--- config.mk ---
export PLATFORM = sky130hd
export DESIGN_NAME = line_clear
export DESIGN_NICKNAME = d
export VERILOG_FILES = /design/src/rtl/tetris_pkg.sv /design/src/rtl/line_clear_addr_gen.sv /design/src/rtl/line_clear.sv
export SDC_FILE = /design/constraint.sdc
export NUM_CORES = 1
export LEC_CHECK = 0
export BUFFER_PORTS_ARGS = -buffer_cell sky130_fd_sc_hd__buf_2
export CAP_MARGIN = 20
export CORE_AREA = 2 2 63 89
export DETAILED_ROUTE_END_ITERATION = 8
export DIE_AREA = 0 0 65 91
export SYNTH_ARGS = -nofsm -noshare
export SYNTH_HDL_FRONTEND = slang
export SYNTH_HIERARCHICAL = 1
export SYNTH_SLANG_ARGS = --single-unit
export TNS_END_PERCENT = 100
--- constraint.sdc ---
create_clock -name clk -period 5.6 [get_ports clk]
set_input_delay 0.56 -clock clk [delete_from_list [all_inputs] [get_ports clk]]
set_output_delay 0.56 -clock clk [all_outputs]
set_load 0.01 [all_outputs]
--- src/rtl/tetris_pkg.sv ---
// Shared board geometry, cell/address types, line_clear FSM states and score table.
package tetris_pkg;

  localparam int BOARD_COLS   = 10;
  localparam int BOARD_ROWS   = 24;
  localparam int CELL_W       = 6;
  localparam int BOARD_ADDR_W = 8;

  typedef logic [CELL_W-1:0]       cell_t;
  typedef logic [BOARD_ADDR_W-1:0] board_addr_t;

  typedef enum logic [2:0] {
    LC_IDLE,
    LC_SCAN,
    LC_SCAN_LAST,
    LC_SHIFT_RD,
    LC_SHIFT_WR,
    LC_ZERO_TOP,
    LC_DONE
  } lc_state_t;

  localparam logic [15:0] SCORE_0 = 16'd0;
  localparam logic [15:0] SCORE_1 = 16'd40;
  localparam logic [15:0] SCORE_2 = 16'd100;
  localparam logic [15:0] SCORE_3 = 16'd300;
  localparam logic [15:0] SCORE_4 = 16'd1200;

  // Counts above 4 cannot occur in legal play; they score as a four-line clear.
  function automatic logic [15:0] score_for(input logic [2:0] lines);
    case (lines)
      3'd0:    score_for = SCORE_0;
      3'd1:    score_for = SCORE_1;
      3'd2:    score_for = SCORE_2;
      3'd3:    score_for = SCORE_3;
      default: score_for = SCORE_4;
    endcase
  endfunction

endpackage

--- src/rtl/line_clear_addr_gen.sv ---
// Combinational board address generator: addr = y*COLS + x (also used by the lock writer).
module line_clear_addr_gen #(
  parameter int COLS   = 10,
  parameter int ADDR_W = 8,
  parameter int Y_W    = 5,
  parameter int X_W    = 4
) (
  input  logic [Y_W-1:0]    y,
  input  logic [X_W-1:0]    x,
  output logic [ADDR_W-1:0] addr
);

  assign addr = ADDR_W'(y) * ADDR_W'(COLS) + ADDR_W'(x);

endmodule

--- src/rtl/line_clear.sv ---
// Board line-clear engine: scans rows bottom-up, shifts full rows out, zero-fills row 0.
// Optional LINE_CLEAR_SCORE_EN adds a saturating score accumulator output.
module line_clear
  import tetris_pkg::*;
#(
  parameter int COLS   = BOARD_COLS,
  parameter int ROWS   = BOARD_ROWS,
  parameter int DATA_W = CELL_W,
  parameter int ADDR_W = BOARD_ADDR_W
) (
  input  logic              clk,
  input  logic              reset,
  input  logic              start,
  input  logic [DATA_W-1:0] ram_Q,
  output logic [ADDR_W-1:0] ram_addr,
  output logic [DATA_W-1:0] ram_data,
  output logic              ram_wren,
  output logic              busy,
  output logic              complete,
  output logic [2:0]        lines_cleared
`ifdef LINE_CLEAR_SCORE_EN
  ,
  output logic [15:0]       score
`endif
);

  localparam int ROW_W = $clog2(ROWS);
  localparam int COL_W = $clog2(COLS);
  localparam logic [ROW_W-1:0] LAST_ROW = ROW_W'(ROWS - 1);
  localparam logic [COL_W-1:0] LAST_COL = COL_W'(COLS - 1);

  lc_state_t         state_q, state_d;
  logic [ROW_W-1:0]  row_q, row_d;
  logic [ROW_W-1:0]  r_q, r_d;
  logic [COL_W-1:0]  col_q, col_d;
  logic              row_full_q, row_full_d;
  logic [2:0]        lc_q, lc_d;
  logic              busy_q, busy_d;
  logic              complete_q, complete_d;
  logic [ADDR_W-1:0] addr_q, addr_d;
  logic              wren_q, wren_d;
  logic [ROW_W-1:0]  y_sel;
  logic [COL_W-1:0]  x_sel;
  logic              cell_full;

`ifdef LINE_CLEAR_SCORE_EN
  logic [15:0] score_q, score_d;
  logic [16:0] score_sum;
`endif

  assign cell_full = (ram_Q != '0);

  always_ff @(posedge clk) begin
    if (reset) begin
      state_q    <= LC_IDLE;
      row_q      <= '0;
      r_q        <= '0;
      col_q      <= '0;
      row_full_q <= 1'b0;
      lc_q       <= '0;
      busy_q     <= 1'b0;
      complete_q <= 1'b0;
      addr_q     <= '0;
      wren_q     <= 1'b0;
`ifdef LINE_CLEAR_SCORE_EN
      score_q    <= '0;
`endif
    end else begin
      state_q    <= state_d;
      row_q      <= row_d;
      r_q        <= r_d;
      col_q      <= col_d;
      row_full_q <= row_full_d;
      lc_q       <= lc_d;
      busy_q     <= busy_d;
      complete_q <= complete_d;
      addr_q     <= addr_d;
      wren_q     <= wren_d;
`ifdef LINE_CLEAR_SCORE_EN
      score_q    <= score_d;
`endif
    end
  end

  always_comb begin
    state_d    = state_q;
    row_d      = row_q;
    r_d        = r_q;
    col_d      = col_q;
    row_full_d = row_full_q;
    lc_d       = lc_q;
    busy_d     = busy_q;
    complete_d = 1'b0;
    case (state_q)
      LC_IDLE: begin
        if (start) begin
          row_d   = LAST_ROW;
          col_d   = '0;
          lc_d    = '0;
          busy_d  = 1'b1;
          state_d = LC_SCAN;
        end
      end
      LC_SCAN: begin
        // ram_Q lags the address by one cycle, so column 0 only seeds the AND.
        row_full_d = (col_q == '0) ? 1'b1 : (row_full_q & cell_full);
        if (col_q == LAST_COL) state_d = LC_SCAN_LAST;
        else                   col_d   = col_q + COL_W'(1);
      end
      LC_SCAN_LAST: begin
        col_d = '0;
        if (row_full_q && cell_full) begin
          if (lc_q != 3'd7) lc_d = lc_q + 3'd1;
          r_d     = row_q;
          state_d = (row_q == '0) ? LC_ZERO_TOP : LC_SHIFT_RD;
        end else if (row_q == '0) begin
          state_d = LC_DONE;
        end else begin
          row_d   = row_q - ROW_W'(1);
          state_d = LC_SCAN;
        end
      end
      LC_SHIFT_RD: state_d = LC_SHIFT_WR;
      LC_SHIFT_WR: begin
        if (col_q == LAST_COL) begin
          col_d   = '0;
          r_d     = r_q - ROW_W'(1);
          state_d = (r_q == ROW_W'(1)) ? LC_ZERO_TOP : LC_SHIFT_RD;
        end else begin
          col_d   = col_q + COL_W'(1);
          state_d = LC_SHIFT_RD;
        end
      end
      LC_ZERO_TOP: begin
        if (col_q == LAST_COL) begin
          col_d   = '0;
          state_d = LC_SCAN;
        end else begin
          col_d = col_q + COL_W'(1);
        end
      end
      LC_DONE: begin
        busy_d     = 1'b0;
        complete_d = 1'b1;
        state_d    = LC_IDLE;
      end
      default: state_d = LC_IDLE;
    endcase
  end

`ifdef LINE_CLEAR_SCORE_EN
  always_comb begin
    score_sum = {1'b0, score_q} + {1'b0, score_for(lc_q)};
    score_d   = score_q;
    if (state_q == LC_DONE) score_d = score_sum[16] ? 16'hFFFF : score_sum[15:0];
  end
  assign score = score_q;
`endif

  // Address and write enable are registered for the state being entered, so they
  // line up with that state; only the shift write data passes straight from ram_Q.
  always_comb begin
    y_sel  = '0;
    x_sel  = col_d;
    wren_d = 1'b0;
    case (state_d)
      LC_SCAN:     y_sel = row_d;
      LC_SHIFT_RD: y_sel = r_d - ROW_W'(1);
      LC_SHIFT_WR: begin
        y_sel  = r_d;
        wren_d = 1'b1;
      end
      LC_ZERO_TOP: wren_d = 1'b1;
      default:     x_sel = '0;
    endcase
  end

  line_clear_addr_gen #(
    .COLS  (COLS),
    .ADDR_W(ADDR_W),
    .Y_W   (ROW_W),
    .X_W   (COL_W)
  ) u_addr_gen (
    .y   (y_sel),
    .x   (x_sel),
    .addr(addr_d)
  );

  assign ram_addr      = addr_q;
  assign ram_wren      = wren_q;
  assign ram_data      = (state_q == LC_SHIFT_WR) ? ram_Q : '0;
  assign busy          = busy_q;
  assign complete      = complete_q;
  assign lines_cleared = lc_q;

endmodule

* Word level (Yosys, flattened, before mapping) *
Index checks and enable logic that the tools add are counted.

storage, ports and cells
  register bits after elaboration = 32
  output and inout port bits = 20
  word-level logic and storage cells = 78

cells by class
  add/sub/neg operators = 6
  multipliers = 1
  eq/ne operators = 16
  multiplexer cells = 32
  bitwise logic cells = 1
  reduce and logical (&&, ||, !) cells = 12

operators with widths
  kind                                                                count
  3-bit 2-to-1 mux                                                    11
  5-bit 2-to-1 mux                                                    5
  5-bit one-hot mux with 2 select lines                               2
  3-bit one-hot mux with 6 select lines                               1
  4-bit 2-to-1 mux                                                    4
  4-bit one-hot mux with 4 select lines                               1
  3-bit == test, second input constant                                5
  5-bit one-hot mux with 3 select lines                               1
  5-bit by 1-bit subtractor with 5-bit output, second input constant  3
  3-bit by 2-bit == test with 1-bit output, second input constant     3
  8-bit by 4-bit adder with 8-bit output                              1
  5-bit by 3-bit multiplier with 7-bit output, second input constant  1
  3-bit by 1-bit == test with 1-bit output, second input constant     2
  6-bit 2-to-1 mux                                                    1
  2-bit != test, second input constant                                3
  3-bit one-hot mux with 2 select lines                               1
  6-bit nonzero test                                                  1
  5-bit by 1-bit == test with 1-bit output, second input constant     1
  5-bit zero test                                                     1
  4-bit by 1-bit adder with 4-bit output, second input constant       1
  4-bit == test, second input constant                                1
  4-bit zero test                                                     1
  1-bit 2-to-1 mux                                                    4
  4-bit AND reduction                                                 1
  other kinds (10)                                                    12

* Logic depth before layout (Yosys ltp) *
  depth after elaboration = 8
  gate-level depth with buffers = 19

* By module *
Netlist, hierarchy kept.

modules (own cells, without submodules)
  module               instances  cells each  area each (µm²)
  line_clear           1          246         1963.1
  line_clear_addr_gen  1          28          271.5

* Worst setup path after synthesis *
OpenSTA, ideal clock, no wires.

  path kind = input to register
  start = input ram_Q[0]
  end = register addr_q[7] (netlist: ram_addr[7])
  arrival time = 3.930 ns
  data required time = 5.472 ns
  setup slack = 1.542 ns
  cell stages on the path = 17
  cell sequence = nor4_4 > a21boi_2 > inv_2 > ha_1 > o221ai_1 > clkbuf_1 > nand2_1 > o32a_1 > o31ai_1 > ha_1 > ha_1 > fa_1 > xor2_1 > nand4_1 > xnor2_1 > xnor2_1 > nor2b_1

between the ends
  longest elaborated chain between the ends = 8

RTL lines
  what                                                                                            line                       source
  from (decl)                                                                                     line_clear.sv:14           input logic [DATA_W-1:0] ram_Q,
  6-bit nonzero test (*)                                                                          line_clear.sv:51           assign cell_full = (ram_Q != '0);
  1-bit logical AND (*)                                                                           line_clear.sv:112          if (row_full_q && cell_full) begin
  5-bit 2-to-1 mux or 3-bit 2-to-1 mux (tied branches)                                            line_clear.sv:112
  5-bit one-hot mux with 2 select lines or 3-bit one-hot mux with 6 select lines (tied branches)  line_clear.sv:94           case (state_q)
  5-bit by 1-bit subtractor with 5-bit output (tied with other cells)                             line_clear.sv:168          LC_SHIFT_RD: y_sel = r_d - ROW_W'(1);
  5-bit one-hot mux with 3 select lines (*)                                                       line_clear.sv:166          case (state_d)
  net y_sel[1]                                                                                    line_clear.sv:42           logic [ROW_W-1:0] y_sel;
  5-bit by 3-bit multiplier with 7-bit output (*)                                                 line_clear_addr_gen.sv:13  assign addr = ADDR_W'(y) * ADDR_W'(COLS) + ADDR_W'(x);
  8-bit by 4-bit adder with 8-bit output (*)                                                      line_clear_addr_gen.sv:13
  net addr_d[7]                                                                                   line_clear.sv:40           logic [ADDR_W-1:0] addr_q, addr_d;
  to (signal assigned)                                                                            line_clear.sv:77           addr_q <= addr_d;
  to (decl)                                                                                       line_clear.sv:40

The timed path passes the listed nets; every way through them passes the cells marked *.
A chain may end at the register's enable or synchronous reset.

* Worst setup path in the final report *
  start = register state_q[1]
  end = register addr_q[7] (netlist: ram_addr[7])

between the ends
  longest elaborated chain between the ends = 6

RTL lines
  what                                                                                            line                       source
  from (decl)                                                                                     line_clear.sv:32           lc_state_t state_q, state_d;
  from (signal assigned)                                                                          line_clear.sv:69           state_q <= state_d;
  3-bit == test (tied with other cells)                                                           line_clear.sv:94
  5-bit one-hot mux with 2 select lines or 3-bit one-hot mux with 6 select lines (tied branches)  line_clear.sv:94
  5-bit by 1-bit subtractor with 5-bit output (tied with other cells)                             line_clear.sv:168
  5-bit one-hot mux with 3 select lines (*)                                                       line_clear.sv:166
  net y_sel[4]                                                                                    line_clear.sv:42
  5-bit by 3-bit multiplier with 7-bit output (*)                                                 line_clear_addr_gen.sv:13
  8-bit by 4-bit adder with 8-bit output (*)                                                      line_clear_addr_gen.sv:13
  net addr_d[7]                                                                                   line_clear.sv:40

Marked as above.

==> results_dict.tcl <==
set metrics [dict create \
    worst-endpoint-arrival_ns 4.64 \
    period_share_pct 79.1 \
    synth-adder-area-share_pct 13.0 \
    maxSlewViolCount 0 \
    ant_nets 0 \
    fmax_mhz 226 \
    layout-drive-gt1-share_pct 17.6 \
    setup_violations 0 \
    synth_compound_area_share_pct 20.9 \
    synth_most_common_cell "nor2_1" \
    hold_violations 0 \
    synth_nets 305 \
    drt_wl_total_um 5340 \
    numCtsBuffers 5 \
    synth_top_family_by_area "simple AND/OR/NAND/NOR gates" \
    cts_max_path_buffers 2 \
    die_w_um 65 \
    place.gp.congestion 0.861 \
    crit_path_max_fanout 20 \
    place_hpwl_um 4060 \
    synth_ff_type "dfxtp_1" \
    dieArea_um2 5920 \
    critical_path.max_stage_delay_ns 0.72 \
    multiInputGateArea_um2 1490 \
    cts.sinks 32 \
    crit_family "adder cells" \
    numPortBuffers 28 \
    cts_resized 0 \
    synth_top_area_cell "dfxtp_1" \
    synth_area_um2 2230 \
    yosysUniqueCellTypes 61 \
    post-route-drc-count 0 \
    start_kind "flop" \
    area_delta_synth_final_pct 12.6 \
    antenna_found_initial 0 \
    grt_first_pass_wirelength_um 8920 \
    nFillCells 533 \
    async_reset_ff_share_pct 0 \
    power_density_nw_per_um2 216 \
    n_antenna_cell 0 \
    io_pins 29 \
    register_area_um2 641 \
    grt_pass1_vias 1912 \
    grt-ovfl-total 0 \
    stdcell_area_um2 2520 \
    yosys-top-cells-count "43 x nor2_1, 32 x dfxtp_1, 21 x nand2_1" \
    core_um2 5080 \
    cts_root_buffer "clkbuf_8" \
    avgSynthCellArea_um2 8.16 \
    num-nets-final 332 \
    clk_latency_ns 0.28 \
    via_per_inst 5.57 \
    synth-seq-area-share_pct 28.7 \
    crit_chain "nand3_1 -> mux2i_1 -> a21oi_1 -> a21boi_1 -> ha_1 -> nand3_1 -> xor2_1 -> a211o_1 -> ha_1 -> fa_1 -> xor2_1 -> nand4_1 -> xnor2_1 -> xnor2_1 -> nor2b_1" \
    postCtsSetupBuffers 0 \
    synth_area_leaders "dfxtp_1 29%, ha_1 11%, nor2_1 7.2%, nand2_1 3.5%, nor2b_1 2.8%" \
    h-tree-depth 2 \
    synth_xor_area_share_pct 3.53 \
    rsz0062_at_grt "false" \
    ys_warn_count 6 \
    irDropWorstVdd_mv 0.101 \
    hold_class "reg2reg" \
    worstPathRequired_ns 5.81 \
    drt_iter0_drc 125 \
    rows 31 \
    grt_use_total_pct 19.0 \
    synth_edf_count 0 \
    cp_slowest_cell "dfxtp_1" \
    crit_buf_inv 0 \
    place_area_um2 2420 \
    leakagePower_nw 1.16 \
    critPathKind "reg2reg" \
    cts_hold_buf 0 \
    dr.pass1.iters 4 \
    post-route-min-period_ns 4.43 \
    finalSetupTns_ns 0 \
    synth_mux_area_share_pct 0.448 \
    path_clk_slew_ns 0.07 \
    outcome "finished, final reports clean" \
    ys_ff_latch 32 \
    synth_cells 274 \
    clock_skew_ns 0.00980 \
    synth-simple-area-share_pct 28.9 \
    dr_total_vias 2046 \
    routedWlPerCell_um 14.5 \
    drv_cap 0 \
    cts_tree "yes" \
    tightestPinTransition_ns 0.704 \
    max_slew_margin_pct 52.9 \
    grt_max_degree 32 \
    die_height_um 91 \
    synth_top_area_share_pct 28.7 \
    end_kind "flop" \
    start_util_pct 44.0 \
]
==> layout by cell type (no fill, tap or decap), drive strengths merged, types with 2 or more instances in the layout <==
cell type	n
and3	7
a21bo	2
o31ai	2
a31oi	3
o32a	2
nor4	4
a221oi	5
nor2b	10
buf	30
a21o	5
o21ai	9
nor3	12
clkbuf	7
nand2	21
nand2b	5
a211oi	3
fa	2
o22ai	2
a21oi	12
dfxtp	32
nor2	44
o2bb2ai	2
xnor2	4
ha	20
a21boi	2
nand3	10
xor2	5
nor4b	2
a32oi	2
o22a	2
or3	3
inv	12
==> metal layers <==
| layer | GRT usage, % | wire length (um) | up-vias |
|---|---|---|---|
| met5 | 0 | 0 | - |
| met4 | 8.16 | 141 | 0 |
| met3 | 2.23 | 164 | 8 |
| met2 | 33.2 | 2690 | 54 |
| met1 | 23.0 | 2340 | 951 |
| li1 | - | - | 1033 |
==> path summary, 6_finish.rpt <==
| check | from | to | slack [ns] | cells past startpoint |
|---|---|---|---|---|
| worst max-delay path | state_q[1] | ram_addr[7] | 1.17 | 15 |
| worst max register to register | state_q[1] | ram_addr[7] | 1.17 | 15 |
| worst min register to register | lines_cleared[1] | lines_cleared[1] | 0.47 | 2 |
| worst min-delay path | lines_cleared[1] | lines_cleared[1] | 0.47 | 2 |
==> power by group <==
group	internal (mW)	switching (mW)
clock	0.110	0.0868
combinational	0.0412	0.0582
sequential	0.239	0.00810
total	0.390	0.153
==> registers in the layout, summed over array words and instances (netlist names) <==
signal,count
ram_addr,8
busy,1
state_q,3
row_q,5
ram_wren,1
complete,1
col_q,4
lines_cleared,3
r_q,5
row_full_q,1
==> kinds of logic after synthesis <==
| kind of cell | Yosys count |
|---|---|
| fa+ha+maj | 22 |
| compound gates | 61 |
| mux | 1 |
| buf+inv | 23 |
| flops | 32 |
| simple gates | 126 |
| xor+xnor | 9 |
==> final cells by class <==
class                   instances  area share [%]
clock buffers                   7            3.83
repair buffers                 30            6.17
inverters                      13            1.94
well taps                      66            3.28
flip-flops and latches         32            25.5
multi-input cells             219            59.3
==> worst reg2reg max path: stages (launching register included) <==
cell	delay [ns]
dfxtp_1	0.72
nand3_1	0.43
mux2i_1	0.25
a21oi_1	0.21
a21boi_1	0.31
ha_1	0.25
nand3_1	0.09
xor2_1	0.18
a211o_1	0.33
ha_1	0.33
fa_1	0.44
xor2_1	0.21
nand4_1	0.14
xnor2_1	0.20
xnor2_1	0.12
nor2b_1	0.15
==> per-stage QoR <==
stage	power (mW)	worst slack (ns)	utilization (%)	hold WS [ns]	instances
after floorplan	0.324	1.54	-	0.460	274
after global placement	0.352	1.19	47.6	0.457	360
after detailed placement	0.351	1.18	47.6	0.466	360
after CTS	0.551	1.15	49.5	0.477	367
after global routing	0.573	0.816	49.5	0.498	367
final	0.543	1.17	49.5	0.473	367
Note: power is estimated with default switching activity, not from simulation.
